==> config.mk <==
export PLATFORM = sky130hd
export DESIGN_NAME = gbc_lcd_sampler
export DESIGN_NICKNAME = d
export VERILOG_FILES = /design/src/rtl/gbc_video_pkg.sv /design/src/rtl/sync_edge_detect.sv /design/src/rtl/gbc_lcd_sampler.sv
export SDC_FILE = /design/constraint.sdc
export NUM_CORES = 1
export LEC_CHECK = 0
export ABC_AREA = 1
export ABC_CLOCK_PERIOD_IN_PS = 3480
export CAP_MARGIN = 20
export CORE_MARGIN = 8
export CORE_UTILIZATION = 47
export CTS_CLUSTER_SIZE = 25
export DETAILED_ROUTE_END_ITERATION = 12
export GPL_TIMING_DRIVEN = 1
export PLACE_DENSITY = 0.76
export SLEW_MARGIN = 20
export SYNTH_ARGS = -nofsm -noshare
export SYNTH_HDL_FRONTEND = slang
export SYNTH_SLANG_ARGS = --single-unit
==> constraint.sdc <==
create_clock -name CLK_100MHz -period 3.48 [get_ports CLK_100MHz]
set_input_delay 0.696 -clock CLK_100MHz [delete_from_list [all_inputs] [get_ports CLK_100MHz]]
set_output_delay 0.696 -clock CLK_100MHz [all_outputs]
set_load 0.005 [all_outputs]
==> src/rtl/gbc_video_pkg.sv <==
// Shared GBC video geometry, capture FSM encoding and pixel colour expansion
// for the LCD sampler and the frame-buffer path.
package gbc_video_pkg;

    localparam int H_PIXELS        = 160;
    localparam int V_LINES         = 144;
    localparam int VRAM_SIZE       = H_PIXELS * V_LINES;
    localparam int VRAM_ADDR_WIDTH = 15;

    typedef enum logic [0:0] {
        WAIT_SPS = 1'b0,
        ACTIVE   = 1'b1
    } capture_state_t;

    // Replicate each 1-bit channel so full-on maps to full-scale RRRGGGBB.
    function automatic logic [7:0] expand_rgb(input logic [2:0] pixel);
        return {{3{pixel[2]}}, {3{pixel[1]}}, {2{pixel[0]}}};
    endfunction

endpackage

==> src/rtl/sync_edge_detect.sv <==
// Multi-flop synchronizer for one asynchronous level, followed by a history
// flop so rising/falling edges can be detected in the sample-clock domain.
module sync_edge_detect #(
    parameter int STAGES = 2
) (
    input  logic clk,
    input  logic rst,
    input  logic async_in,
    output logic level,
    output logic rise,
    output logic fall
);

    logic [STAGES-1:0] sync_q;
    logic              hist_q;

    always_ff @(posedge clk or posedge rst) begin
        if (rst) begin
            sync_q <= '0;
            hist_q <= 1'b0;
        end else begin
            sync_q <= {sync_q[STAGES-2:0], async_in};
            hist_q <= sync_q[STAGES-1];
        end
    end

    assign level = sync_q[STAGES-1];
    assign rise  = sync_q[STAGES-1] & ~hist_q;
    assign fall  = ~sync_q[STAGES-1] & hist_q;

endmodule

==> src/rtl/gbc_lcd_sampler.sv <==
// Oversamples the GBC LCD bus on the 100 MHz clock and turns each DCLK falling
// edge into a single-cycle write into the 160x144 frame buffer.
module gbc_lcd_sampler #(
    parameter int H_PIXELS    = gbc_video_pkg::H_PIXELS,
    parameter int V_LINES     = gbc_video_pkg::V_LINES,
    parameter int ADDR_WIDTH  = gbc_video_pkg::VRAM_ADDR_WIDTH,
    parameter int SYNC_STAGES = 2
) (
    input  logic                  CLK_100MHz,
    input  logic                  RESET,
    input  logic                  GBC_DCLK,
    input  logic                  GBC_CLS,
    input  logic                  GBC_SPS,
    input  logic [2:0]            GBC_PIXEL_DATA,
    output logic [ADDR_WIDTH-1:0] VRAM_WRITE_ADDR,
    output logic [7:0]            VRAM_WRITE_DATA,
    output logic                  VRAM_WRITE_EN,
    output logic                  FRAME_START,
    output logic                  LINE_ERR,
    output logic                  FRAME_ERR
);

    import gbc_video_pkg::*;

    localparam int COL_W = $clog2(H_PIXELS + 1);
    localparam int ROW_W = $clog2(V_LINES + 1);
    localparam logic [COL_W-1:0]      COL_MAX     = COL_W'(H_PIXELS);
    localparam logic [ROW_W-1:0]      ROW_MAX     = ROW_W'(V_LINES);
    localparam logic [ADDR_WIDTH-1:0] LINE_STRIDE = ADDR_WIDTH'(H_PIXELS);
    localparam logic [COL_W-1:0]      COL_ONE     = COL_W'(1);
    localparam logic [ROW_W-1:0]      ROW_ONE     = ROW_W'(1);
    localparam logic [ADDR_WIDTH-1:0] ADDR_ONE    = ADDR_WIDTH'(1);

    logic dclk_fall, cls_rise, sps_fall;
    logic dclk_level_unused, dclk_rise_unused;
    logic cls_level_unused, cls_fall_unused;
    logic sps_level_unused, sps_rise_unused;

    sync_edge_detect #(.STAGES(SYNC_STAGES)) u_dclk_sync (
        .clk      (CLK_100MHz),
        .rst      (RESET),
        .async_in (GBC_DCLK),
        .level    (dclk_level_unused),
        .rise     (dclk_rise_unused),
        .fall     (dclk_fall)
    );

    sync_edge_detect #(.STAGES(SYNC_STAGES)) u_cls_sync (
        .clk      (CLK_100MHz),
        .rst      (RESET),
        .async_in (GBC_CLS),
        .level    (cls_level_unused),
        .rise     (cls_rise),
        .fall     (cls_fall_unused)
    );

    sync_edge_detect #(.STAGES(SYNC_STAGES)) u_sps_sync (
        .clk      (CLK_100MHz),
        .rst      (RESET),
        .async_in (GBC_SPS),
        .level    (sps_level_unused),
        .rise     (sps_rise_unused),
        .fall     (sps_fall)
    );

    // Data uses the same depth as the control synchronizers, so its last
    // stage lines up with the cycle in which the DCLK fall is detected.
    logic [SYNC_STAGES-1:0][2:0] pix_sync_q;
    logic                        ev_dclk_fall_q, ev_cls_rise_q, ev_sps_fall_q;
    logic [2:0]                  ev_pixel_q;

    always_ff @(posedge CLK_100MHz or posedge RESET) begin
        if (RESET) begin
            pix_sync_q     <= '0;
            ev_dclk_fall_q <= 1'b0;
            ev_cls_rise_q  <= 1'b0;
            ev_sps_fall_q  <= 1'b0;
            ev_pixel_q     <= '0;
        end else begin
            pix_sync_q     <= {pix_sync_q[SYNC_STAGES-2:0], GBC_PIXEL_DATA};
            ev_dclk_fall_q <= dclk_fall;
            ev_cls_rise_q  <= cls_rise;
            ev_sps_fall_q  <= sps_fall;
            ev_pixel_q     <= pix_sync_q[SYNC_STAGES-1];
        end
    end

    capture_state_t          state_q, state_n;
    logic [COL_W-1:0]        col_q, col_n;
    logic [ROW_W-1:0]        row_q, row_n;
    logic [ADDR_WIDTH-1:0]   addr_q, addr_n;
    logic [ADDR_WIDTH-1:0]   row_base_q, row_base_n;
    logic                    wr_en_q, wr_en_n;
    logic [ADDR_WIDTH-1:0]   wr_addr_q, wr_addr_n;
    logic [7:0]              wr_data_q, wr_data_n;
    logic                    frame_start_q, frame_start_n;
    logic                    line_err_q, line_err_n;
    logic                    frame_err_q, frame_err_n;

    always_ff @(posedge CLK_100MHz or posedge RESET) begin
        if (RESET) begin
            state_q       <= WAIT_SPS;
            col_q         <= '0;
            row_q         <= '0;
            addr_q        <= '0;
            row_base_q    <= '0;
            wr_en_q       <= 1'b0;
            wr_addr_q     <= '0;
            wr_data_q     <= '0;
            frame_start_q <= 1'b0;
            line_err_q    <= 1'b0;
            frame_err_q   <= 1'b0;
        end else begin
            state_q       <= state_n;
            col_q         <= col_n;
            row_q         <= row_n;
            addr_q        <= addr_n;
            row_base_q    <= row_base_n;
            wr_en_q       <= wr_en_n;
            wr_addr_q     <= wr_addr_n;
            wr_data_q     <= wr_data_n;
            frame_start_q <= frame_start_n;
            line_err_q    <= line_err_n;
            frame_err_q   <= frame_err_n;
        end
    end

    // SPS overrides everything else in its cycle; within a line the pixel
    // write uses the old position before a coincident CLS advances the row.
    always_comb begin
        state_n       = state_q;
        col_n         = col_q;
        row_n         = row_q;
        addr_n        = addr_q;
        row_base_n    = row_base_q;
        wr_en_n       = 1'b0;
        wr_addr_n     = wr_addr_q;
        wr_data_n     = wr_data_q;
        frame_start_n = 1'b0;
        line_err_n    = line_err_q;
        frame_err_n   = frame_err_q;

        if (ev_sps_fall_q) begin
            if (state_q == ACTIVE && row_q != ROW_MAX) begin
                frame_err_n = 1'b1;
            end
            frame_start_n = 1'b1;
            col_n         = '0;
            row_n         = '0;
            addr_n        = '0;
            row_base_n    = '0;
            state_n       = ACTIVE;
        end else if (state_q == ACTIVE) begin
            if (ev_dclk_fall_q && row_q < ROW_MAX) begin
                if (col_q < COL_MAX) begin
                    wr_en_n   = 1'b1;
                    wr_addr_n = addr_q;
                    wr_data_n = expand_rgb(ev_pixel_q);
                    col_n     = col_q + COL_ONE;
                    addr_n    = addr_q + ADDR_ONE;
                end else begin
                    line_err_n = 1'b1;
                end
            end
            // row_base tracks row*H_PIXELS incrementally, avoiding a multiplier.
            if (ev_cls_rise_q) begin
                col_n = '0;
                if (row_q < ROW_MAX) begin
                    row_n      = row_q + ROW_ONE;
                    row_base_n = row_base_q + LINE_STRIDE;
                    addr_n     = row_base_q + LINE_STRIDE;
                end
            end
        end
    end

    assign VRAM_WRITE_EN   = wr_en_q;
    assign VRAM_WRITE_ADDR = wr_addr_q;
    assign VRAM_WRITE_DATA = wr_data_q;
    assign FRAME_START     = frame_start_q;
    assign LINE_ERR        = line_err_q;
    assign FRAME_ERR       = frame_err_q;

endmodule

Yosys cells after proc, flatten, opt, wreduce, memory -nomap -nowiden

Cells that the tools add are included.

Add/subtract/negate cells: 4
$lt $le $gt $ge: 2
Eq/ne operators: 1
Multiplexer cells: 24
Bitwise operators: 8
Reductions and logical operators: 12

Operator list:

| cell                  | number |
|---|---|
| $mux 15               | 10 |
| $mux 8                | 9 |
| $add 8x1->8 const B   | 2 |
| $lt 8x8->1 const B    | 2 |
| $add 15x1->15 const B | 1 |
| $add 15x8->15 const B | 1 |
| $ne 8x8->1 const B    | 1 |
| $reduce_and 4->1      | 2 |
| $reduce_and 3->1      | 2 |
| $reduce_bool 2->1     | 3 |
| $reduce_bool 3->1     | 2 |
| $mux 1                | 5 |
| $not 1->1             | 5 |
| $and 1x1->1           | 3 |
| $logic_and 1x1->1     | 2 |
| $reduce_and 2->1      | 1 |

Register bits: 93
Logic and storage cells: 74

Logic depth before layout (Yosys ltp)

Gate-level depths: netlist (run 1).

Word-level depth: 7
Gate-level depth with buffers: 11
Mapped depth without buffers: 10

Modules after synthesis

Synthesis (run 1) repeated with hierarchy kept, for this count alone.

Cell total of the unflattened synthesis: 453
Area total of the unflattened synthesis: 3,977.6 um^2

Modules (own cells, without submodules):

| module           | times used | cells an instance | area an instance (um^2) | seq. area each (um^2) |
|---|---|---|---|---|
| gbc_lcd_sampler  | 1          | 429               | 3,696.0                 | 1,901.8 |
| sync_edge_detect | 3          | 8                 | 93.8                    | 75.1 |

Least setup slack after synthesis (run 1)

No wires, ideal clock.

Kind: register to register
Start: register row_q[4]
End: register wr_data_q[4], in the netlist VRAM_WRITE_DATA[4]
Setup time: 117 ps
Arrival: 1,325 ps
Path slack: 2,038 ps
Stages on the path, launching flop included: 11
Period minus slack after synthesis: 1,442 ps
Cells stage by stage: dfrtp_1 nor2_1 nand2_1 nand2_2 nand3_4 nor2_8 inv_2 buf_6 buf_6 nand2_1 nand2_1

Cells in the longest elaborated chain, start to end: 3

RTL lines:

| what                              | RTL line               | text |
|---|---|---|
| start: declaration                | gbc_lcd_sampler.sv:90  | `logic [ROW_W-1:0] row_q, row_n;` |
| start signal: assignment          | gbc_lcd_sampler.sv:116 | `row_q <= row_n;` |
| $lt 8x8->1                        | gbc_lcd_sampler.sv:154 | `if (ev_dclk_fall_q && row_q < ROW_MAX) begin` |
| $logic_and 1x1->1                 | gbc_lcd_sampler.sv:154 |  |
| $reduce_and 4->1 (no source line) | --                     |  |
| end signal: assignment            | gbc_lcd_sampler.sv:121 | `wr_data_q <= wr_data_n;` |
| end: declaration                  | gbc_lcd_sampler.sv:95  | `logic [7:0] wr_data_q, wr_data_n;` |

No other way between the ends.
A chain may end at the register's enable or synchronous reset.

Worst setup path after layout (run 1)

Start: register row_q[4]
End: register row_q[0]

Cells in the longest elaborated chain, start to end: 3

RTL lines:

| what                               | RTL line               | text |
|---|---|---|
| $lt 8x8->1                         | gbc_lcd_sampler.sv:168 | `if (row_q < ROW_MAX) begin` |
| $reduce_bool 2->1 (no source line) | --                     |  |
| $reduce_and 3->1 (no source line)  | --                     |  |

No other way between the ends.

==> impl_metrics.toml, run 1 <==
[synthesis]
syn_area_um2 = 3900
syn_nets = 465
avgSynthCellArea_um2 = 8.63
synthCells = 452
yosysWarnings = 0
yosys.cell_types.count = 29
ys_ff_latch = 85
synth_seq_area_share_pct = 54.6

[setup_path]
cp_slowest_cell = "dfrtp_1"
r2r-start = "row_q[4]"
crit_required_ns = 3.70
worstSetupPathType = "register to register"
cp.depth = 8
r2r_setup_slack_ns = 1.48
end_kind = "register"
cp_cell_sequence = "nor2_1 > nand2_1 > nand2_2 > nand3_1 > nand2_2 > clkinv_1 > nor2_1 > a21oi_1"
path_delay_family = "simple AND/OR/NAND/NOR gates"
reg2reg_depth = 8
r2r-end = "row_q[0]"
critPathBufInv = 1
critPathMaxStageDelay_ns = 0.45
arrival_ns = 2.22
start_kind = "register"
cp_max_fo = 17

[route]
ant_nets = 0
remaining_drc_errors = 0
drt_wl_total_um = 7890
post_drt_wl_per_cell_um = 13.2
dr.pass1.iters = 4
vias = 3050
drt_iter0_markers = 156
vias_per_cell = 5.10

[floorplanning]
fp.coreArea_um2 = 8130
initial_core_util_pct = 47.9
pin_count = 35
die_h_um = 107
row_count = 33
die_w_um = 107
dieArea_um2 = 11500

[place]
dp.cells = 582
dpl.hpwl_um = 5780
io_buffers = 34
gp_congestion = 0.820

[cts]
max-clock-path-buffers = 2
post_cts_buffers = 0
cts-resized-gates = 0
clockRootBuffer = "clkbuf_8"
ctsHoldBuffers = 0
clock_sinks = 85
cts_tree = "yes"
cts_inserted_buffers = 9
path_clk_slew_ns = 0.09
worstSkewPairLatency_ns = 0.35
h-tree-depth = 3

[power]
peakVddDrop_v = 0.000228
powerDensity_nw_per_um2 = 472
finalPower_mw = 2.12
p_leak_nw = 2.07

[final_layout]
diodes = 0
drive_gt1_share_pct = 8.32
mostFrequentLayoutCells = "121 x nand2_1, 85 x dfrtp_1, 50 x inv_1"
instances_no_fill = 598
utilization_pct = 55.3
nets = 501
fillers = 702
layout_commonest_cell = "nand2_1"
syn_to_final_growth_pct = 15.3

[timing]
hold_ws_ns = 0.354
finalMaxSlewViolations = 0
slew_headroom_pct = 48.7
rsz0062_at_grt = "no"
tns_ns = 0
setup_viol = 0
final.min_clock_period_ns = 2.00
tightestPinTransition_ns = 0.769
finalCritPeriodShare_pct = 57.3
fmax_mhz = 501
hold_viol_final = 0
fin_skew_ns = 0.0152

[worst_hold_path]
hp-class = "register to register"
holdPathEnd = "pix_sync_q[5]"
min-delay-start = "pix_sync_q[2]"
min_path_cells = 0

[grt]
antenna_found_initial = 0
grt_pass1_vias = 3032
grt_max_degree = 46
grt_overflow = 0
grt_pass1_wl_um = 14000
grt_use_total_pct = 15.1

[run]
max_cap_violations = 0

[run_status]
status = "finished clean"
-- report_power, final --
group | internal [mW] | total, mW | switching (mW)
combinational | 0.132 | 0.299 | 0.167
clock | 0.339 | 0.701 | 0.362
sequential | 1.06 | 1.12 | 0.0588
total | 1.53 | 2.12 | 0.588
-- sequential cells by signal, summed over array words and instances (netlist names), 2 cells and up --
name and count:
col_q 8, ev_pixel_q 3, VRAM_WRITE_ADDR 15, row_q 8, pix_sync_q 6, VRAM_WRITE_DATA 3, u_sps_sync.sync_q 2, u_cls_sync.sync_q 2
addr_q 15, u_dclk_sync.sync_q 2, row_base_q 10
-- worst max-delay path by stage --
stage	from	to	slack, ns
CTS	VRAM_WRITE_DATA[5]	VRAM_WRITE_DATA[6]	1.49
floorplan	RESET	FRAME_ERR	0.59
global placement	RESET	VRAM_WRITE_ADDR[10]	1.48
global route	row_q[4]	row_q[0]	1.30
detailed placement	RESET	VRAM_WRITE_ADDR[11]	1.45
finish	row_q[4]	row_q[0]	1.48
-- routing by layer --
metal	wire length, µm	GRT usage, %	share of wire (%)	vias up
met5	0	0	0	-
met4	128	7.24	1.6	0
met3	496	3.36	6.3	11
met2	3630	23.8	46	76
met1	3640	19.1	46	1440
li1	-	-	-	1523
-- kinds of logic (layout without fill, tap and decap cells) --
logic type / after synthesis / after routing / share of synthesized area, %
flops: 85 / 85 / 54.6
fa+ha+maj: 5 / 5 / 1.60
buf+inv: 67 / 108 / 7.61
simple gates: 222 / 222 / 24.9
compound gates: 66 / 66 / 9.79
xor+xnor: 7 / 7 / 1.57
-- Yosys cell counts --
cell	count	area (µm²)
xor2_1	7	61.3
nor2_4	2	22.5
inv_2	4	15.0
nand2_2	3	18.8
o21ai_0	26	130
nor2_2	6	37.5
a31oi_1	2	12.5
clkinv_1	1	3.75
nand3_4	1	17.5
o31ai_1	3	22.5
o21ai_2	4	35.0
o21a_1	2	15.0
nand4_1	7	43.8
inv_1	51	191
a31o_2	2	17.5
nor2_1	41	154
o211ai_1	2	15.0
and2_1	1	6.26
buf_4	5	37.5
nor2_8	1	20.0
nand3_1	30	150
dfrtp_1	85	2130
o22ai_1	7	43.8
ha_1	5	62.6
nand2_1	121	454
a21oi_1	18	90.1
nor3_1	9	45.0
buf_6	3	33.8
buf_2	3	15.0
-- worst reg2reg max path: stages, from the launching register on --
cell	delay [ns]
dfrtp_1	0.45
nor2_1	0.12
nand2_1	0.07
nand2_2	0.12
nand3_1	0.19
nand2_2	0.33
clkinv_1	0.35
nor2_1	0.19
a21oi_1	0.06
-- layout make-up --
| type | instances | area (µm²) | area share [%] |
|---|---|---|---|
| Sequential cell | 85 | 2130 | 47.3 |
| Clock buffer | 10 | 128 | 2.84 |
| Inverter | 56 | 211 | 4.70 |
| Tap cell | 105 | 131 | 2.92 |
| Multi-Input combinational cell | 300 | 1480 | 32.8 |
| Timing Repair Buffer | 36 | 355 | 7.90 |
| Clock inverter | 6 | 68.8 | 1.53 |
-- metrics by stage --
| step | setup WS (ns) | instance area [µm²] |
|---|---|---|
| after floorplan | 0.591 | 3900 |
| after CTS | 1.49 | 4500 |
| after global routing | 1.30 | 4500 |
| after detailed placement | 1.45 | 4300 |
| final | 1.48 | 4500 |
| after global placement | 1.48 | 4300 |
(Power assumes the default switching activity.)
==> run 2, diff against run 1 <==
--- a/config.mk
+++ b/config.mk
@@ -6,14 +6,14 @@
 export NUM_CORES = 1
 export LEC_CHECK = 0
 export ABC_AREA = 1
-export ABC_CLOCK_PERIOD_IN_PS = 3480
+export ABC_CLOCK_PERIOD_IN_PS = 1700
 export CAP_MARGIN = 20
 export CORE_MARGIN = 8
 export CORE_UTILIZATION = 47
 export CTS_CLUSTER_SIZE = 25
 export DETAILED_ROUTE_END_ITERATION = 12
 export GPL_TIMING_DRIVEN = 1
-export PLACE_DENSITY = 0.76
+export PLACE_DENSITY = 0.79
 export SLEW_MARGIN = 20
 export SYNTH_ARGS = -nofsm -noshare
 export SYNTH_HDL_FRONTEND = slang
==> constraint.sdc (replaced) <==
create_clock -name CLK_100MHz -period 1.7 [get_ports CLK_100MHz]
set_input_delay 0.34 -clock CLK_100MHz [delete_from_list [all_inputs] [get_ports CLK_100MHz]]
set_output_delay 0.34 -clock CLK_100MHz [all_outputs]
set_load 0.005 [all_outputs]
==> impl_metrics.toml, run 2 (same netlist as run 1, synthesis figures left out) <==
[grt]
grt_use_total_pct = 15.5
grt_overflow = 0
antenna_found_initial = 0
grt_max_degree = 86
grt_pass1_wl_um = 14500
grt_pass1_vias = 3142

[setup_path]
crit_required_ns = 1.36
start_kind = "register"
cp_slowest_cell = "clkdlybuf4s50_1"
path_delay_family = "buffers and inverters"
cp_cell_sequence = "clkdlybuf4s50_1"
critPathMaxStageDelay_ns = 0.52
cp-startpoint = "VRAM_WRITE_DATA[4]"
end_kind = "output pin"
r2r_setup_slack_ns = 0.11
cp.depth = 1
reg2reg_depth = 10
r2r-start = "addr_q[1]"
cp_max_fo = 4
worstSetupPathType = "register to output pin"
critPathBufInv = 1
arrival_ns = 1.29
r2r-end = "addr_q[14]"
endpoint = "VRAM_WRITE_DATA[3]"

[cts]
clock_sinks = 85
cts_tree = "yes"
cts_inserted_buffers = 9
clockRootBuffer = "clkbuf_8"
h-tree-depth = 3
path_clk_slew_ns = 0.10
worstSkewPairLatency_ns = 0.37
ctsHoldBuffers = 0
max-clock-path-buffers = 2

[place]
io_buffers = 34
placed_area_um2 = 4400
gp_congestion = 0.853
dpl.hpwl_um = 5870

[run_status]
status = "finished clean"

[route]
drt_wl_total_um = 8430
vias = 3129
dr.pass1.iters = 4
ant_nets = 0
remaining_drc_errors = 0
drt_iter0_markers = 166
post_drt_wl_per_cell_um = 13.8
vias_per_cell = 5.12

[run]
max_cap_violations = 0

[final_layout]
final_area_um2 = 4690
multiInputGateArea_um2 = 1530
fillers = 718
layout_commonest_cell = "nand2_1"
diodes = 0
drive_gt1_share_pct = 12.1
seqCellArea_um2 = 2130
mostFrequentLayoutCells = "121 x nand2_1, 85 x dfrtp_1, 50 x inv_1"
syn_to_final_growth_pct = 20.4
nets = 514

[worst_hold_path]
hp-class = "register to register"
min-delay-start = "u_sps_sync.sync_q[0]"
min_path_cells = 0

[timing]
setup_viol = 0
hold_viol_final = 0
tightestPinTransition_ns = 0.436
hold_ws_ns = 0.354
fin_skew_ns = 0.0134
finalMaxSlewViolations = 0
finalCritPeriodShare_pct = 96.2
final.min_clock_period_ns = 1.63
slew_headroom_pct = 70.9
fmax_mhz = 612

[floorplanning]
die_h_um = 107
fp.coreArea_um2 = 8130
row_count = 33
die_w_um = 107
dieArea_um2 = 11500
initial_core_util_pct = 47.9
pin_count = 35

[power]
peakVddDrop_v = 0.000546
powerDensity_nw_per_um2 = 985
p_leak_nw = 2.19
[run 2: metal layers]
metal,up-vias,GRT usage [%],share of wire [%]
li1,1554,-,-
met1,1485,19.1,44
met2,78,25.1,48
met3,12,4.08,6.2
met4,0,6.23,1.4
met5,-,0,0
[run 2: worst min-delay path by stage]
stage                                 to
floorplan                  ev_pixel_q[0]
global placement    u_cls_sync.sync_q[1]
detailed placement  u_sps_sync.sync_q[1]
CTS                 u_sps_sync.sync_q[1]
global route               pix_sync_q[4]
finish              u_sps_sync.sync_q[1]
[run 2: power by group]
group | internal [mW] | leakage [nW] | total [mW] | switching [mW]
Combinational | 0.290 | 0.962 | 0.652 | 0.362
Clock | 0.868 | 0.120 | 1.68 | 0.809
Sequential | 2.18 | 1.10 | 2.30 | 0.122
Total | 3.33 | 2.19 | 4.63 | 1.29
[run 2: repair_timing]
| action | CTS | global route |
|---|---|---|
| gates resized for setup | 0 | 12 |
| setup endpoints to repair | 0 | 39 |
| setup buffers | 0 | 0 |
[run 2: layout make-up]
cell class                 instances  area share (%)
sequential                        85            45.3
multi-input combinational        302            32.5
timing repair buffer              47            9.65
inverter                          56            4.69
tap                              105            2.80
clock buffer                       9            2.64
clock inverter                     7            2.37
[run 2: stage by stage]
stage | worst slack [ns] | TNS (ns) | utilization [%] | std cells | power, mW
after floorplan | 0.258 | 0 | - | 452 | 2.70
after global placement | 0.0925 | 0 | 54.1 | 593 | 2.96
after detailed placement | 0.00176 | 0 | 54.1 | 593 | 2.99
after CTS | 0.0101 | 0 | 57.0 | 609 | 4.66
after global routing | -0.0447 | -0.126 | 57.7 | 611 | 4.85
final | 0.0652 | 0 | 57.7 | 611 | 4.63
